[config.mk]
export PLATFORM = sky130hd
export DESIGN_NAME = dist_ram_clr
export DESIGN_NICKNAME = d
export VERILOG_FILES = /design/src/rtl/dist_ram_pkg.sv /design/src/rtl/dist_ram_core.sv /design/src/rtl/dist_ram_clr.sv
export SDC_FILE = /design/constraint.sdc
export NUM_CORES = 1
export LEC_CHECK = 0
export CAP_MARGIN = 10
export CORE_ASPECT_RATIO = 0.9
export CORE_UTILIZATION = 35
export DETAILED_ROUTE_END_ITERATION = 8
export GPL_TIMING_DRIVEN = 0
export PLACE_DENSITY = 0.54
export SETUP_SLACK_MARGIN = 0.1
export SLEW_MARGIN = 40
export SYNTH_ARGS = -nofsm -noshare
export SYNTH_HDL_FRONTEND = slang
export SYNTH_SLANG_ARGS = --single-unit
[constraint.sdc]
create_clock -name clk -period 4.59 [get_ports clk]
set_input_delay 1.377 -clock clk [delete_from_list [all_inputs] [get_ports clk]]
set_output_delay 1.377 -clock clk [all_outputs]
set_load 0.01 [all_outputs]
[src/rtl/dist_ram_pkg.sv]
// Shared types and constants for the clearable distributed RAM.
package dist_ram_pkg;

  typedef enum logic {IDLE, CLEAR} state_e;

  localparam int DATA_W_MIN = 1;
  localparam int DATA_W_MAX = 32;
  localparam int ADDR_W_MIN = 1;
  localparam int ADDR_W_MAX = 8;

  function automatic int depth_of(input int addr_w);
    return 1 << addr_w;
  endfunction

endpackage

[src/rtl/dist_ram_core.sv]
// Plain storage array: synchronous write, asynchronous read, no reset.
import dist_ram_pkg::*;

module dist_ram_core #(
  parameter int DATA_W = 8,
  parameter int ADDR_W = 4
) (
  input  logic              clk,
  input  logic              we_i,
  input  logic [ADDR_W-1:0] waddr_i,
  input  logic [DATA_W-1:0] wdata_i,
  input  logic [ADDR_W-1:0] raddr_i,
  output logic [DATA_W-1:0] rdata_o
);

  localparam int DEPTH = depth_of(ADDR_W);

  logic [DATA_W-1:0] mem_q [DEPTH];

  always_ff @(posedge clk) begin
    if (we_i) mem_q[waddr_i] <= wdata_i;
  end

  assign rdata_o = mem_q[raddr_i];

endmodule

[src/rtl/dist_ram_clr.sv]
// Single-port distributed RAM with a clear sequencer that sweeps every word
// to INIT_VAL after reset and on request.
import dist_ram_pkg::*;

module dist_ram_clr #(
  parameter int                 DATA_W   = 8,
  parameter int                 ADDR_W   = 4,
  parameter logic [DATA_W-1:0]  INIT_VAL = '0,
  parameter int                 READ_REG = 0
) (
  input  logic              clk,
  input  logic              reset,
  input  logic [ADDR_W-1:0] addr,
  input  logic [DATA_W-1:0] din,
  input  logic              we,
  input  logic              clear_req,
  output logic [DATA_W-1:0] dout,
  output logic              busy,
  output logic              wr_drop
);

  state_e            state_q;
  logic [ADDR_W-1:0] clr_ptr_q;
  logic              wr_drop_q;

  logic              mem_we;
  logic [ADDR_W-1:0] mem_waddr;
  logic [DATA_W-1:0] mem_wdata;
  logic [DATA_W-1:0] rdata;

  assign busy    = (state_q == CLEAR);
  assign wr_drop = wr_drop_q;

  always_ff @(posedge clk or posedge reset) begin
    if (reset) begin
      state_q   <= CLEAR;
      clr_ptr_q <= '0;
      wr_drop_q <= 1'b0;
    end else begin
      wr_drop_q <= busy & we;
      case (state_q)
        IDLE: begin
          if (clear_req) begin
            state_q   <= CLEAR;
            clr_ptr_q <= '0;
          end
        end
        CLEAR: begin
          // Pointer wraps to 0 naturally on the last write.
          clr_ptr_q <= clr_ptr_q + 1'b1;
          if (&clr_ptr_q) state_q <= IDLE;
        end
        default: state_q <= CLEAR;
      endcase
    end
  end

  // The sweep owns the write port; user writes are discarded while it runs.
  always_comb begin
    mem_we    = we;
    mem_waddr = addr;
    mem_wdata = din;
    if (busy) begin
      mem_we    = 1'b1;
      mem_waddr = clr_ptr_q;
      mem_wdata = INIT_VAL;
    end
  end

  dist_ram_core #(
    .DATA_W (DATA_W),
    .ADDR_W (ADDR_W)
  ) u_core (
    .clk     (clk),
    .we_i    (mem_we),
    .waddr_i (mem_waddr),
    .wdata_i (mem_wdata),
    .raddr_i (addr),
    .rdata_o (rdata)
  );

  generate
    if (READ_REG != 0) begin : g_rd_reg
      logic [DATA_W-1:0] dout_q;
      // Read-first: samples the array before this edge's write lands.
      always_ff @(posedge clk or posedge reset) begin
        if (reset)     dout_q <= INIT_VAL;
        else if (busy) dout_q <= INIT_VAL;
        else           dout_q <= rdata;
      end
      assign dout = busy ? INIT_VAL : dout_q;
    end else begin : g_rd_async
      assign dout = busy ? INIT_VAL : rdata;
    end
  endgenerate

endmodule

Word level (Yosys, flattened, before mapping)
Memory sizes are Yosys's and may differ from the RTL's.
Cells that the tools add are included.
{ "totals": {"wordCells": 20, "out_inout_bits": 10, "mem_bits_rw": 128, "regBits": 6, "in_bits": 16, "n_memories": 1} }
{ "mem_list": {"columns": ["memory", "depth", "word_bits", "read_ports", "rd_ports_with_merged_regs", "write_ports", "line", "rtl"], "rows": [
  ["u_core.mem_q", 16, 8, 1, 0, 1, "dist_ram_core.sv:18", "logic [DATA_W-1:0] mem_q [DEPTH];"]
]} }
{ "op_classes": {"addsub": 1, "muxes": 11, "n_reduce_logical": 1, "bitwise_logic": 2, "n_eq_ne": 1} }
{ "ops": {"columns": ["op", "n"], "rows": [
  ["$mux W8", 2],
  ["$mux W4", 2],
  ["$pmux W4 S2", 1],
  ["$mux W1", 5],
  ["$add A4 B1 Y4 const B", 1],
  ["$reduce_and A4 Y1", 1],
  ["$ne A2 B2 Y1 const B", 1],
  ["$pmux W1 S2", 1],
  ["$and A1 B1 Y1", 1],
  ["$not A1 Y1", 1]
]} }

Longest topological paths before layout
{ "depth": {"depth_word": 3, "ltp_mapped": 6, "ltp_nobuf": 4} }

Hierarchy
From an unflattened synthesis, not the netlist that was laid out.
{ "hier_totals": {"cells_unflattened": 267, "area_unflattened_um2": 5417.7} }
{ "modules_own_cells": {"columns": ["mod", "area_each_um2", "cells_each", "seq_area_each_um2", "n_inst"], "rows": [
  ["dist_ram_core", 4987.3, 221, 3843.7, 1],
  ["dist_ram_clr", 430.4, 46, 151.4, 1]
]} }

Least setup slack after synthesis
No wires, ideal clock.
{ "synth_path": {"path_type": "input to output", "from": "input port addr[0]", "to": "output port dout[0]", "slack_ns": 0.863, "t_arrival_ns": 2.350, "required_time_ns": 3.213, "stages": 5, "path_buffers": 2, "path_cell_list": "buf_6 buf_6 mux4_2 nand3_1 o211ai_2"} }
{ "synth_via": {"elab_chain_cells": 2} }
{ "synth_lines": {"columns": ["element", "line", "rtl"], "rows": [
  ["from (decl)", "dist_ram_clr.sv:13", "input logic [ADDR_W-1:0] addr,"],
  ["$mem_v2 Z16 W8", null, null],
  ["$mux W8", "dist_ram_clr.sv:93", "assign dout = busy ? INIT_VAL : rdata;"],
  ["to (decl)", "dist_ram_clr.sv:17", "output logic [DATA_W-1:0] dout,"]
]} }
Every way passes these cells.

Worst setup path after layout
{ "layout_path": {"from": "input port addr[2]", "to": "output port dout[2]"} }
Same word-level chain as after synthesis.

==> metrics <==
Die Ht 121 µm; period utilisation layout 96.8%; PD cells 546 nW/µm²; Gate Count Post-Synth 312; top post-synthesis cells by count edfxtp_1, mux2i_1, a22oi_1; Row Count 43; Boundary Pins 26; setup slack, reg-to-reg 2130 ps; FF/Latch Area 4000 µm²; Worst Hold Class reg2reg; DIE AREA 16300 µm²; GRT overflow 0; CTS Buf Count 17; hold buffers post-CTS 0; Max Fanout on Critical Path 10; slowest cell delay on critical path 310 ps; Crit Path Class in2out; post-synthesis sequential area ratio 72.3%; 1st-iter DRT viols 196; relative max-transition margin 44.7%; most common cell in the netlist edfxtp_1; worst skew pair latency 410 ps; Worst Setup SP addr[2]; largest net degree at the start of global routing 17; first-pass GRT wire length 18500 µm; Root Buffer clkbuf_16; Syn Nets 329; CTS tree done; Mapped Area 5530 µm²; max cap viols 0; R2R cell count 4; fillers 1354; hold path cells 1; Final Hold Viols 0; DRC Markers 0; footprint of the multi-input gates 1480 µm²; Hold Crit Endpoint busy; worst reg2reg endpoint u_core.mem_q[0][0]; Initial Utilization 35.8%; Static Leak 0.00230 µW; CP bufs+invs 4; share of cells above drive strength 1 30.2%; hold slack 534 ps; Hold Path Origin clr_ptr_q[3]; core area 15400 µm²; worst slack, placed -572 ps; clock slew at the register clock pins of the worst setup and hold paths 60 ps; Detail Route Antenna Nets 0; CP delay by family, top buffers and inverters; Synth top area share 69.5%; ys flop type edfxtp_1; drt via density 5.20; Final Core Density 43.5%; vias in the first global route 3013; asr flop ratio synth 4.48%; synthesized flop and latch total 134; Post-synth EDFFs 128; Ant. Diodes 0; Max rail drop VDD 321 µV; RSZ-0062 raised after global routing true; Final Power 3670 µW; cell accounting for the most synthesized area edfxtp_1; critical-path cell list dlygate4sd2_1 -> nor2b_1 -> buf_2 -> buf_6 -> a22oi_2 -> a22oi_1 -> o211ai_2 -> clkdlybuf4s15_1; H-tree Lvls 4; Fin Clk Skew 4.52 ps; syn avg cell area 17.7 µm²; CP required 3210 ps; routability cong. 0.829; CTS sink cnt 134; Synth area leaders edfxtp_1, mux4_2, mux2i_1, a22oi_1, dfrtp_1; Worst EP arrival 3070 ps; die width 134 µm; Ys Warns 0; Worst Setup End Kind primary output; maximum clock path buffer count 2; final slew viol count 0; port bufs 24; final worst slack 148 ps; worst-margin pin slew 827 ps; FMAX 225 MHz; Startpoint Class primary input; Nets 375; Critical R2R Launch busy; Final Critical Period 4440 ps; final setup vio count 0; initial antenna violation count 0; wire length per cell 21.8 µm; TritonRoute pass-1 iters 4; total wire length 12500 µm; CP max stage cell dlygate4sd2_1; P&R area growth vs syn 21.7%; vias 2980; status completed; hpwl dp 8290 µm; Synth cell types 29; Total GRT Usage 16.7%
cell usage in the layout (no fill, tap or decap), drive strengths merged, types with 3 or more instances in the layout:
cell type / n
a22oi: 25
a32oi: 6
buf: 20
clkbuf: 21
clkdlybuf4s15: 5
clkdlybuf4s50: 13
clkinv: 12
dfrtp: 5
edfxtp: 128
inv: 6
mux2i: 32
mux4: 16
nand2: 3
nand3: 17
nor2: 21
nor2b: 14
o211ai: 8
state kept, by name, indices dropped and copies added, names as in the netlist:
name / cells
u_core.mem_q: 128
busy: 1
clr_ptr_q: 4
wr_drop: 1
per-stage QoR:
stage / cells / cell area, µm² / TNS (ps)
global placement: 538 / 6020 / -3910
detailed placement: 538 / 6040 / -4130
global route: 573 / 6720 / 0
floorplan: 312 / 5530 / 0
finish: 573 / 6720 / 0
CTS: 571 / 6700 / 0
area by class of cell:
class,instances,area share [%]
inverters,6,0.335
clock inverters,15,2.07
repair buffers,27,3.74
multi-input cells,154,22.0
clock buffers,17,6.33
plain buffers,18,2.34
flip-flops and latches,134,59.4
well taps,202,3.76
where the power goes:
part / internal (µW) / switching (µW)
Sequential: 1640 / 71.0
Combinational: 222 / 449
Clock: 790 / 497
cell families after synthesis:
group                    count (synthesis)  share of synthesized area [%]
buffers and inverters                   24                           2.92
AND/OR/NAND/NOR                         58                           5.09
multiplexers                            49                           12.5
adder cells (fa/ha/maj)                  1                          0.226
flip-flops                             134                           72.3
AO/OA/AOI/OAI                           46                           6.95
how the worst max path moves through the flow:
stage / endpoint / slack [ps] / depth (start not counted)
2_1_floorplan: dout[0] / 860 / 5
5_1_grt: dout[5] / 80 / 8
6_report: dout[2] / 150 / 8
3_5_place_dp: dout[3] / -570 / 8
3_3_place_gp: dout[3] / -550 / 8
4_1_cts: dout[5] / 110 / 6
timing repair:
action / CTS / global route
setup buffers: 1 / 2
cloned: 0 / 0
setup endpoints to repair: 8 / 8
gates resized for setup: 42 / 7
pin swaps: 11 / 4
routing by layer:
layer  wire length (µm)  track usage (%)  vias up
met5                  0                0        -
met4                113             6.25        0
met3                658             4.47       10
met2               6250             27.2       69
met1               5470             21.4     1550
li1                   -                -     1351
(Power assumes the default switching activity.)
